==> src/rtl/fechadura_param.sv <==
// Parametrised digit-code lock. Keypad digits are compared against a stored
// code (reprogrammable at runtime). Failed attempts are counted and trigger a
// timed lockout. Partial entries are abandoned after an idle timeout. Status
// and a 7-segment glyph are Moore outputs of the registered state.
module fechadura_param #(
  parameter int unsigned N_DIGITS = 6,
  parameter int unsigned DIGIT_W = 4,
  parameter logic [N_DIGITS*DIGIT_W-1:0] CODIGO_INI = 24'h590981,
  parameter int unsigned MAX_TENT = 3,
  parameter int unsigned ERR_HOLD = 4,
  parameter int unsigned LOCK_CYCLES = 20,
  parameter int unsigned TIMEOUT = 50
) (
  input  logic                            clk,
  input  logic                            reset,
  input  logic                            insere,
  input  logic [DIGIT_W-1:0]              numero,
  input  logic                            programa,
  input  logic                            trava,
  output logic                            aberto,
  output logic                            erro,
  output logic                            bloqueado,
  output logic [$clog2(MAX_TENT+1)-1:0]   tentativas,
  output logic [6:0]                      seg
);

  localparam int unsigned CODE_W   = N_DIGITS * DIGIT_W;
  localparam int unsigned POS_W    = $clog2(N_DIGITS + 1);
  localparam int unsigned TENT_W   = $clog2(MAX_TENT + 1);
  localparam int unsigned HOLD_MAX = (ERR_HOLD > LOCK_CYCLES) ? ERR_HOLD : LOCK_CYCLES;
  localparam int unsigned HOLD_W   = $clog2(HOLD_MAX + 1);
  localparam int unsigned IDLE_W   = $clog2(TIMEOUT + 1);

  typedef enum logic [2:0] {IDLE, ABERTO, ERRO, BLOQUEIO, PROGRAMA} state_t;

  state_t              state_q, state_d;
  logic [POS_W-1:0]    pos_q, pos_d;
  logic                mism_q, mism_d;
  logic [TENT_W-1:0]   tent_q, tent_d;
  logic [HOLD_W-1:0]   hold_q, hold_d;
  logic [IDLE_W-1:0]   idle_q, idle_d;
  logic [CODE_W-1:0]   code_q, code_d;
  logic [CODE_W-1:0]   newcode_q, newcode_d;

  logic [DIGIT_W-1:0]  cur_digit;
  logic                digit_bad;
  logic                last_digit;
  logic                idle_expired;
  logic [CODE_W-1:0]   shifted;
  logic [TENT_W-1:0]   tent_inc;

  // State and datapath registers; the stored code is volatile across reset.
  always_ff @(posedge clk or negedge reset) begin
    if (!reset) begin
      state_q   <= IDLE;
      pos_q     <= '0;
      mism_q    <= 1'b0;
      tent_q    <= '0;
      hold_q    <= '0;
      idle_q    <= '0;
      code_q    <= CODIGO_INI;
      newcode_q <= '0;
    end else begin
      state_q   <= state_d;
      pos_q     <= pos_d;
      mism_q    <= mism_d;
      tent_q    <= tent_d;
      hold_q    <= hold_d;
      idle_q    <= idle_d;
      code_q    <= code_d;
      newcode_q <= newcode_d;
    end
  end

  // Next-state and datapath update for entry, hold timers and programming.
  always_comb begin
    state_d   = state_q;
    pos_d     = pos_q;
    mism_d    = mism_q;
    tent_d    = tent_q;
    hold_d    = hold_q;
    idle_d    = idle_q;
    code_d    = code_q;
    newcode_d = newcode_q;

    cur_digit = '0;
    for (int unsigned i = 0; i < N_DIGITS; i++) begin
      if (pos_q == POS_W'(i)) cur_digit = code_q[(N_DIGITS-1-i)*DIGIT_W +: DIGIT_W];
    end
    digit_bad    = (numero > DIGIT_W'(9)) || (numero != cur_digit);
    last_digit   = (pos_q == POS_W'(N_DIGITS - 1));
    idle_expired = (idle_q == IDLE_W'(TIMEOUT - 1));
    shifted      = (newcode_q << DIGIT_W) | CODE_W'(numero);
    tent_inc     = (tent_q == TENT_W'(MAX_TENT)) ? tent_q : tent_q + TENT_W'(1);

    case (state_q)
      IDLE: begin
        if (insere) begin
          idle_d = '0;
          if (last_digit) begin
            pos_d  = '0;
            mism_d = 1'b0;
            hold_d = '0;
            if (!(mism_q || digit_bad)) begin
              state_d = ABERTO;
              tent_d  = '0;
            end else begin
              tent_d  = tent_inc;
              state_d = (tent_inc == TENT_W'(MAX_TENT)) ? BLOQUEIO : ERRO;
            end
          end else begin
            pos_d  = pos_q + POS_W'(1);
            mism_d = mism_q || digit_bad;
          end
        end else if (pos_q != '0) begin
          if (idle_expired) begin
            pos_d  = '0;
            mism_d = 1'b0;
            idle_d = '0;
          end else begin
            idle_d = idle_q + IDLE_W'(1);
          end
        end
      end
      ERRO: begin
        if (hold_q == HOLD_W'(ERR_HOLD - 1)) begin
          state_d = IDLE;
          hold_d  = '0;
        end else begin
          hold_d = hold_q + HOLD_W'(1);
        end
      end
      BLOQUEIO: begin
        if (hold_q == HOLD_W'(LOCK_CYCLES - 1)) begin
          state_d = IDLE;
          hold_d  = '0;
          tent_d  = '0;
        end else begin
          hold_d = hold_q + HOLD_W'(1);
        end
      end
      ABERTO: begin
        if (trava) begin
          state_d = IDLE;
          pos_d   = '0;
          idle_d  = '0;
        end else if (programa) begin
          state_d   = PROGRAMA;
          newcode_d = '0;
          pos_d     = '0;
          idle_d    = '0;
        end
      end
      PROGRAMA: begin
        if (trava) begin
          state_d = IDLE;
          pos_d   = '0;
          idle_d  = '0;
        end else if (insere) begin
          idle_d = '0;
          if (numero > DIGIT_W'(9)) begin
            state_d = ABERTO;
            pos_d   = '0;
          end else if (last_digit) begin
            code_d    = shifted;
            newcode_d = shifted;
            state_d   = ABERTO;
            pos_d     = '0;
          end else begin
            newcode_d = shifted;
            pos_d     = pos_q + POS_W'(1);
          end
        end else if (pos_q != '0) begin
          if (idle_expired) begin
            state_d = ABERTO;
            pos_d   = '0;
            idle_d  = '0;
          end else begin
            idle_d = idle_q + IDLE_W'(1);
          end
        end
      end
      default: state_d = IDLE;
    endcase
  end

  // Moore outputs decoded from the registered state and entry position.
  always_comb begin
    aberto     = (state_q == ABERTO) || (state_q == PROGRAMA);
    erro       = (state_q == ERRO);
    bloqueado  = (state_q == BLOQUEIO);
    tentativas = tent_q;
    seg        = 7'b0000000;
    case (state_q)
      IDLE: begin
        case (pos_q)
          POS_W'(0): seg = 7'b1111110;
          POS_W'(1): seg = 7'b0110000;
          POS_W'(2): seg = 7'b1101101;
          POS_W'(3): seg = 7'b1111001;
          POS_W'(4): seg = 7'b0110011;
          POS_W'(5): seg = 7'b1011011;
          POS_W'(6): seg = 7'b1011111;
          POS_W'(7): seg = 7'b1110000;
          POS_W'(8): seg = 7'b1111111;
          default:   seg = 7'b1111011;
        endcase
      end
      ABERTO:   seg = 7'b1110111;
      ERRO:     seg = 7'b1001111;
      BLOQUEIO: seg = 7'b0001110;
      PROGRAMA: seg = 7'b1100111;
      default:  seg = 7'b0000000;
    endcase
  end

endmodule

==> config.mk <==
export PLATFORM = sky130hd
export DESIGN_NAME = fechadura_param
export DESIGN_NICKNAME = d
export VERILOG_FILES = /design/src/rtl/fechadura_param.sv
export SDC_FILE = /design/constraint.sdc
export NUM_CORES = 1
export LEC_CHECK = 0
export BUFFER_PORTS_ARGS = -buffer_cell sky130_fd_sc_hd__buf_2
export CAP_MARGIN = 10
export CELL_PAD_IN_SITES_DETAIL_PLACEMENT = 2
export CELL_PAD_IN_SITES_GLOBAL_PLACEMENT = 2
export CORE_AREA = 2 2 109 111
export DETAILED_ROUTE_END_ITERATION = 8
export DIE_AREA = 0 0 111 113
export PLACE_DENSITY = 0.62
export SLEW_MARGIN = 40
export SYNTH_ARGS = -nofsm -noshare
export SYNTH_HDL_FRONTEND = slang
export SYNTH_SLANG_ARGS = --single-unit
==> constraint.sdc <==
create_clock -name clk -period 5.9 [get_ports clk]
set_clock_uncertainty 0.2 [all_clocks]
set_input_delay 0.885 -clock clk [delete_from_list [all_inputs] [get_ports clk]]
set_output_delay 0.885 -clock clk [all_outputs]
set_load 0.005 [all_outputs]
# --- Word-level counts from Yosys, hierarchy flattened ---
# Memory sizes are Yosys's and may differ from the RTL's.
# Cells that the tools add are included.
word_totals:
  rom_bits: 56
  output_inout_bits: 12
  reg_bits: 64
  word_cells: 124
  n_memories: 1
  inputBits: 9
memory_table:
  columns: ["memory", "words", "width", "rd", "rd_ports_with_merged_regs", "write_ports", "line", "text"]
  rows:
  - ["(no name shown)", 8, 7, 1, 0, 0, "196", "case (pos_q)"]
op_classes:
  eq_ne: 28
  reduce_logical: 19
  n_addsub: 4
  order_cmp: 1
  bitwise: 3
  mux: 60
op_table:
  columns: ["op", "n"]
  rows:
  - ["$mux W20", 5]
  - ["$mux W3", 21]
  - ["$pmux W20 S2", 1]
  - ["$mux W6", 6]
  - ["$pmux W7 S5", 1]
  - ["$mux W4", 6]
  - ["$or A24 B4 Y24", 1]
  - ["$mux W5", 4]
  - ["$pmux W6 S3", 1]
  - ["$pmux W3 S5", 1]
  - ["$pmux W5 S3", 1]
  - ["$ne A2 B2 Y1 const B", 7]
  - ["$eq A3 B2 Y1 const B", 4]
  - ["$mux W2", 6]
  - ["$eq A3 B3 Y1 const B", 3]
  - ["$pmux W3 S3", 1]
  - ["$reduce_bool A3 Y1", 3]
  - ["$ne A4 B4 Y1 const B", 2]
  - ["$reduce_and A8 Y1", 1]
  - ["$reduce_bool A2 Y1", 4]
  - ["$add A6 B1 Y6 const B", 1]
  - ["$eq A3 B1 Y1 const B", 2]
  - ["$eq A6 B6 Y1 const B", 1]
  - ["$logic_not A3 Y1", 2]
  - ["20 further kinds", 30]

# --- Depth between registers and ports, before layout ---
depth:
  ltp_word: 14
  ltp_mapped: 10
  ltp_nobuf: 8

# --- Worst setup path after synthesis ---
# Ideal clock, no wire load.
synth_path:
  path_type: "reg-to-reg"
  startpoint: "register pos_q[2]"
  endpoint: "register tent_q[1], in the netlist tentativas[1]"
  period_less_slack_ns: 2.542
  setup_slack_ns: 3.358
  required_ns: 5.558
  t_arrival_ns: 2.200
  path_stages_with_launch: 11
  setup_ns: 0.142
  path_buffers: 2
  path_cell_list: "dfrtp_1 -> buf_2 -> inv_1 -> ha_1 -> buf_4 -> or3b_1 -> a221oi_1 -> a21oi_1 -> mux2i_1 -> nor4_4 -> a211oi_1"
synth_between:
  elab_chain_len: 14
  word_cells_on_any_way: 21
  cone_classes: "7 x eq/ne; 10 x mux; 4 x reduce/logical"
synth_rtl:
  columns: ["element", "line", "text"]
  rows:
  - ["start, declared", "37", "logic [POS_W-1:0] pos_q, pos_d;"]
  - ["start signal, assigned", "65", "pos_q <= pos_d;"]
  - ["$logic_not A3 Y1", "88", "if (pos_q == POS_W'(i)) cur_digit = code_q[(N_DIGITS-1-i)*DIGIT_W +: DIGIT_W];"]
  - ["$mux W4 (6 in a row)", "88", null]
  - ["$ne A4 B4 Y1", "90", "digit_bad = (numero > DIGIT_W'(9)) || (numero != cur_digit);"]
  - ["$logic_or A1 B1 Y1", "90", null]
  - ["$logic_or A1 B1 Y1", "104", "if (!(mism_q || digit_bad)) begin"]
  - ["$mux W2", "104", null]
  - ["$mux W2", "100", "if (last_digit) begin"]
  - ["$mux W2", "98", "if (insere) begin"]
  - ["$pmux W2 S2", "96", "case (state_q)"]
  - ["end signal, assigned", "67", "tent_q <= tent_d;"]
  - ["end, declared", "39", "logic [TENT_W-1:0] tent_q, tent_d;"]
# Several ways; a longest one is shown, not always the timed one. The select of a mux whose other input is x is not followed.
# A chain may end at the register's enable or synchronous reset.

# --- Worst setup path after layout ---
layout_path:
  startpoint: "register state_q[0]"
  endpoint: "output port seg[1]"
layout_between:
  elab_chain_len: 2
  word_cells_on_any_way: 6
  cone_classes: "4 x eq/ne; 1 x mux; 1 x reduce/logical"
layout_rtl:
  columns: ["element", "line", "text"]
  rows:
  - ["start, declared", "36", "state_t state_q, state_d;"]
  - ["start signal, assigned", "64", "state_q <= state_d;"]
  - ["$eq A3 B3 Y1, or another cell as far along", "194", "case (state_q)"]
  - ["$pmux W7 S5 *", "194", null]
  - ["end, declared", "24", "output logic [6:0] seg"]
# Mark *: on every way between the ends. The rest lies on a longest branch, timed or not.

==> qor.yml <==
drtIter0Drc: 113
nNetsFinal: 338
hold_class: "reg -> reg"
cts_resized: 0
ant_nets: 0
cts_tree: "built"
fin_crit_ns: 3.13
synthTopCellsByArea: "dfrtp_1 42%, mux2_2 8.8%, dfstp_2 6.3%"
wl_per_cell_um: 17.8
yosysTopAreaCell: "dfrtp_1"
ys_ff_latch: 64
dieArea_um2: 12500
synth_top_family_by_area: "compound AO/OA/AOI/OAI gates"
synth_area_um2: 3340
synthArstFlopShare: 1.00
max-vdd-ir-drop_uv: 161
vias: 2415
initial_core_util: 0.296
netlist_instances: 304
fp.coreArea_um2: 11300
synth-edff-count: 0
start_kind: "flip-flop"
antenna_cells: 0
grt_overflow: 0
finalWorstSetupSlack_ns: 2.77
antenna_found_initial: 0
finalWeightedCongestion: 0.750
syn_nets: 324
grt.total_usage: 0.144
pwr-share-seq: 0.342
synthAdderAreaFrac: 0.0442
grt_pass1_vias: 2644
combPwrFrac: 0.362
cts_buffers: 9
p_int_mw: 1.11
synth_top_area_frac: 0.419
yosys_warnings: 0
die_w_um: 111
whs_ns: 0.304
required_ns: 4.82
cts_sinks: 64
num_rows: 39
drt-vias-per-instance: 5.18
place_area_um2: 3550
cts-root-buf: "clkbuf_16"
post-cts-setup-buffer-count: 0
setup_tns_ns: 0
grt_setup_unrepaired: "no"
dp.cells: 450
relSlewSlack: 0.509
io_buffers: 20
drcViolationCount: 0
switching_share: 0.379
critPathArrivalTime_ns: 2.05
clkPwrFrac: 0.296
status: "completed"
cp_max_fo: 20
utilization: 0.342
clk_pin_slew_ns: 0.05
worstSetupPathType: "reg -> out"
hold_buffers: 0
die_h_um: 113
synth.top_cells.by_count: "56 x dfrtp_1, 26 x mux2_2, 21 x a22o_1"
finalPower_mw: 1.79
drive_above_1_share: 0.248
synth.most_common_cell: "dfrtp_1"
grt_max_degree: 35
hold_violations: 0
synth-simple-area-share: 0.126
fin_cells: 466
synth_compound_area_frac: 0.187
slew_viol_final: 0
synth.distinct_cells: 55
cp-end-kind: "output pin"
fmaxAchievable_mhz: 319
clock_latency_ns: 0.33
leakage_nw: 1.71
dp_slack_ns: 2.96
syn_to_final_growth_pct: 15.4
routed_wl_mm: 8.31
h-tree-depth: 3
synth_mux_area_frac: 0.0936
worst_pin_slew_ns: 0.736
dp_hpwl_mm: 5.79
p_per_area_nw_per_um2: 464
grt_pass1_wl_mm: 14.3
yosysSeqAreaShare: 0.482
cts_buffer_depth: 2
finish.instance_area_um2: 3850
net-switching-power_uw: 678
avgSynthCellArea_um2: 11.0
num_io_pins: 21
synth_xor_area_frac: 0.0262
ys.flop_type: "dfrtp_1"
dr.pass1.iters: 4
max_cap_violations: 0
setup-violations-final: 0
finalCritPeriodShare: 0.531
## cell usage in the layout, fill, tap and decap left out, drive strengths merged, types with 2 or more instances in the layout
master  netlist  layout
a311oi        4       4
a21oi        11      11
dfstp         8       8
ha           11      11
o31a          2       2
xor2          4       4
nand2b        2       2
nor4b         3       3
clkinv        0       3
xnor2         6       6
inv          10      10
nand3         4       4
mux2i         2       2
a211oi        9       9
nand4b        2       2
a32o          4       4
nor3          4       4
a211o         2       2
nor2         20      20
a22o         21      21
dfrtp        56      56
and3          2       2
nor2b         6       6
clkbuf        6      11
nand4         3       3
nand2        17      17
a221oi        2       2
mux2         26      26
nand3b        3       3
buf          14      23
o21ai        23      23
## registers in the layout (all words and copies together) (netlist names)
name,flops
hold_q,5
state_q,3
pos_q,3
idle_q,6
tentativas,2
mism_q,1
newcode_q,20
code_q,24
## layout make-up
cell class	instances	area (um^2)
Fill cell	1214	7420
Sequential cell	64	1610
Multi-Input combinational cell	210	1590
Clock buffer	11	243
Tap cell	143	179
Timing Repair Buffer	23	135
Clock inverter	5	56.3
Inverter	10	37.5
## power groups by stage
stage | combinational, mW | sequential [mW] | clock [mW]
2_1_floorplan | 0.519 | 0.548 | 0
3_3_place_gp | 0.645 | 0.615 | 0
3_5_place_dp | 0.659 | 0.618 | 0
4_1_cts | 0.666 | 0.613 | 0.543
5_1_grt | 0.743 | 0.631 | 0.562
6_report | 0.649 | 0.612 | 0.529
## critical path, stage by stage, from the launching register on
cell and delay, ns:
dfrtp_1 0.64, or3_1 0.61, o31a_1 0.34, buf_2 0.12
## path summary, 6_finish.rpt
| kind | cells after the start | to | start | slack [ns] |
|---|---|---|---|---|
| hold reg to reg | 1 | newcode_q[17] | newcode_q[17] | 0.30 |
| setup / recovery | 3 | seg[1] | state_q[0] | 2.77 |
| max in group asynchronous | 3 | code_q[0] | reset | 4.51 |
| min in group asynchronous | 2 | hold_q[0] | reset | 0.38 |
| hold / removal | 1 | newcode_q[17] | newcode_q[17] | 0.30 |
| setup reg to reg | 8 | tentativas[1] | pos_q[2] | 2.94 |
## logic make-up (layout without fill, tap and decap cells)
family | after synthesis | in the layout
adders and majority gates | 12 | 12
muxes | 28 | 28
AOI/OAI and AO/OA | 86 | 86
xor gates and xnor gates | 10 | 10
and+or+nand+nor | 74 | 74
buffers and inverters | 30 | 49
DFF | 64 | 64
## routing by layer
| metal | part of all wire | track usage |
|---|---|---|
| met3 | 0.019 | 0.0311 |
| met4 | 0.010 | 0.0575 |
| met5 | 0 | 0 |
| met2 | 0.48 | 0.231 |
| met1 | 0.49 | 0.192 |
Note: power is estimated with default switching activity, not from simulation.
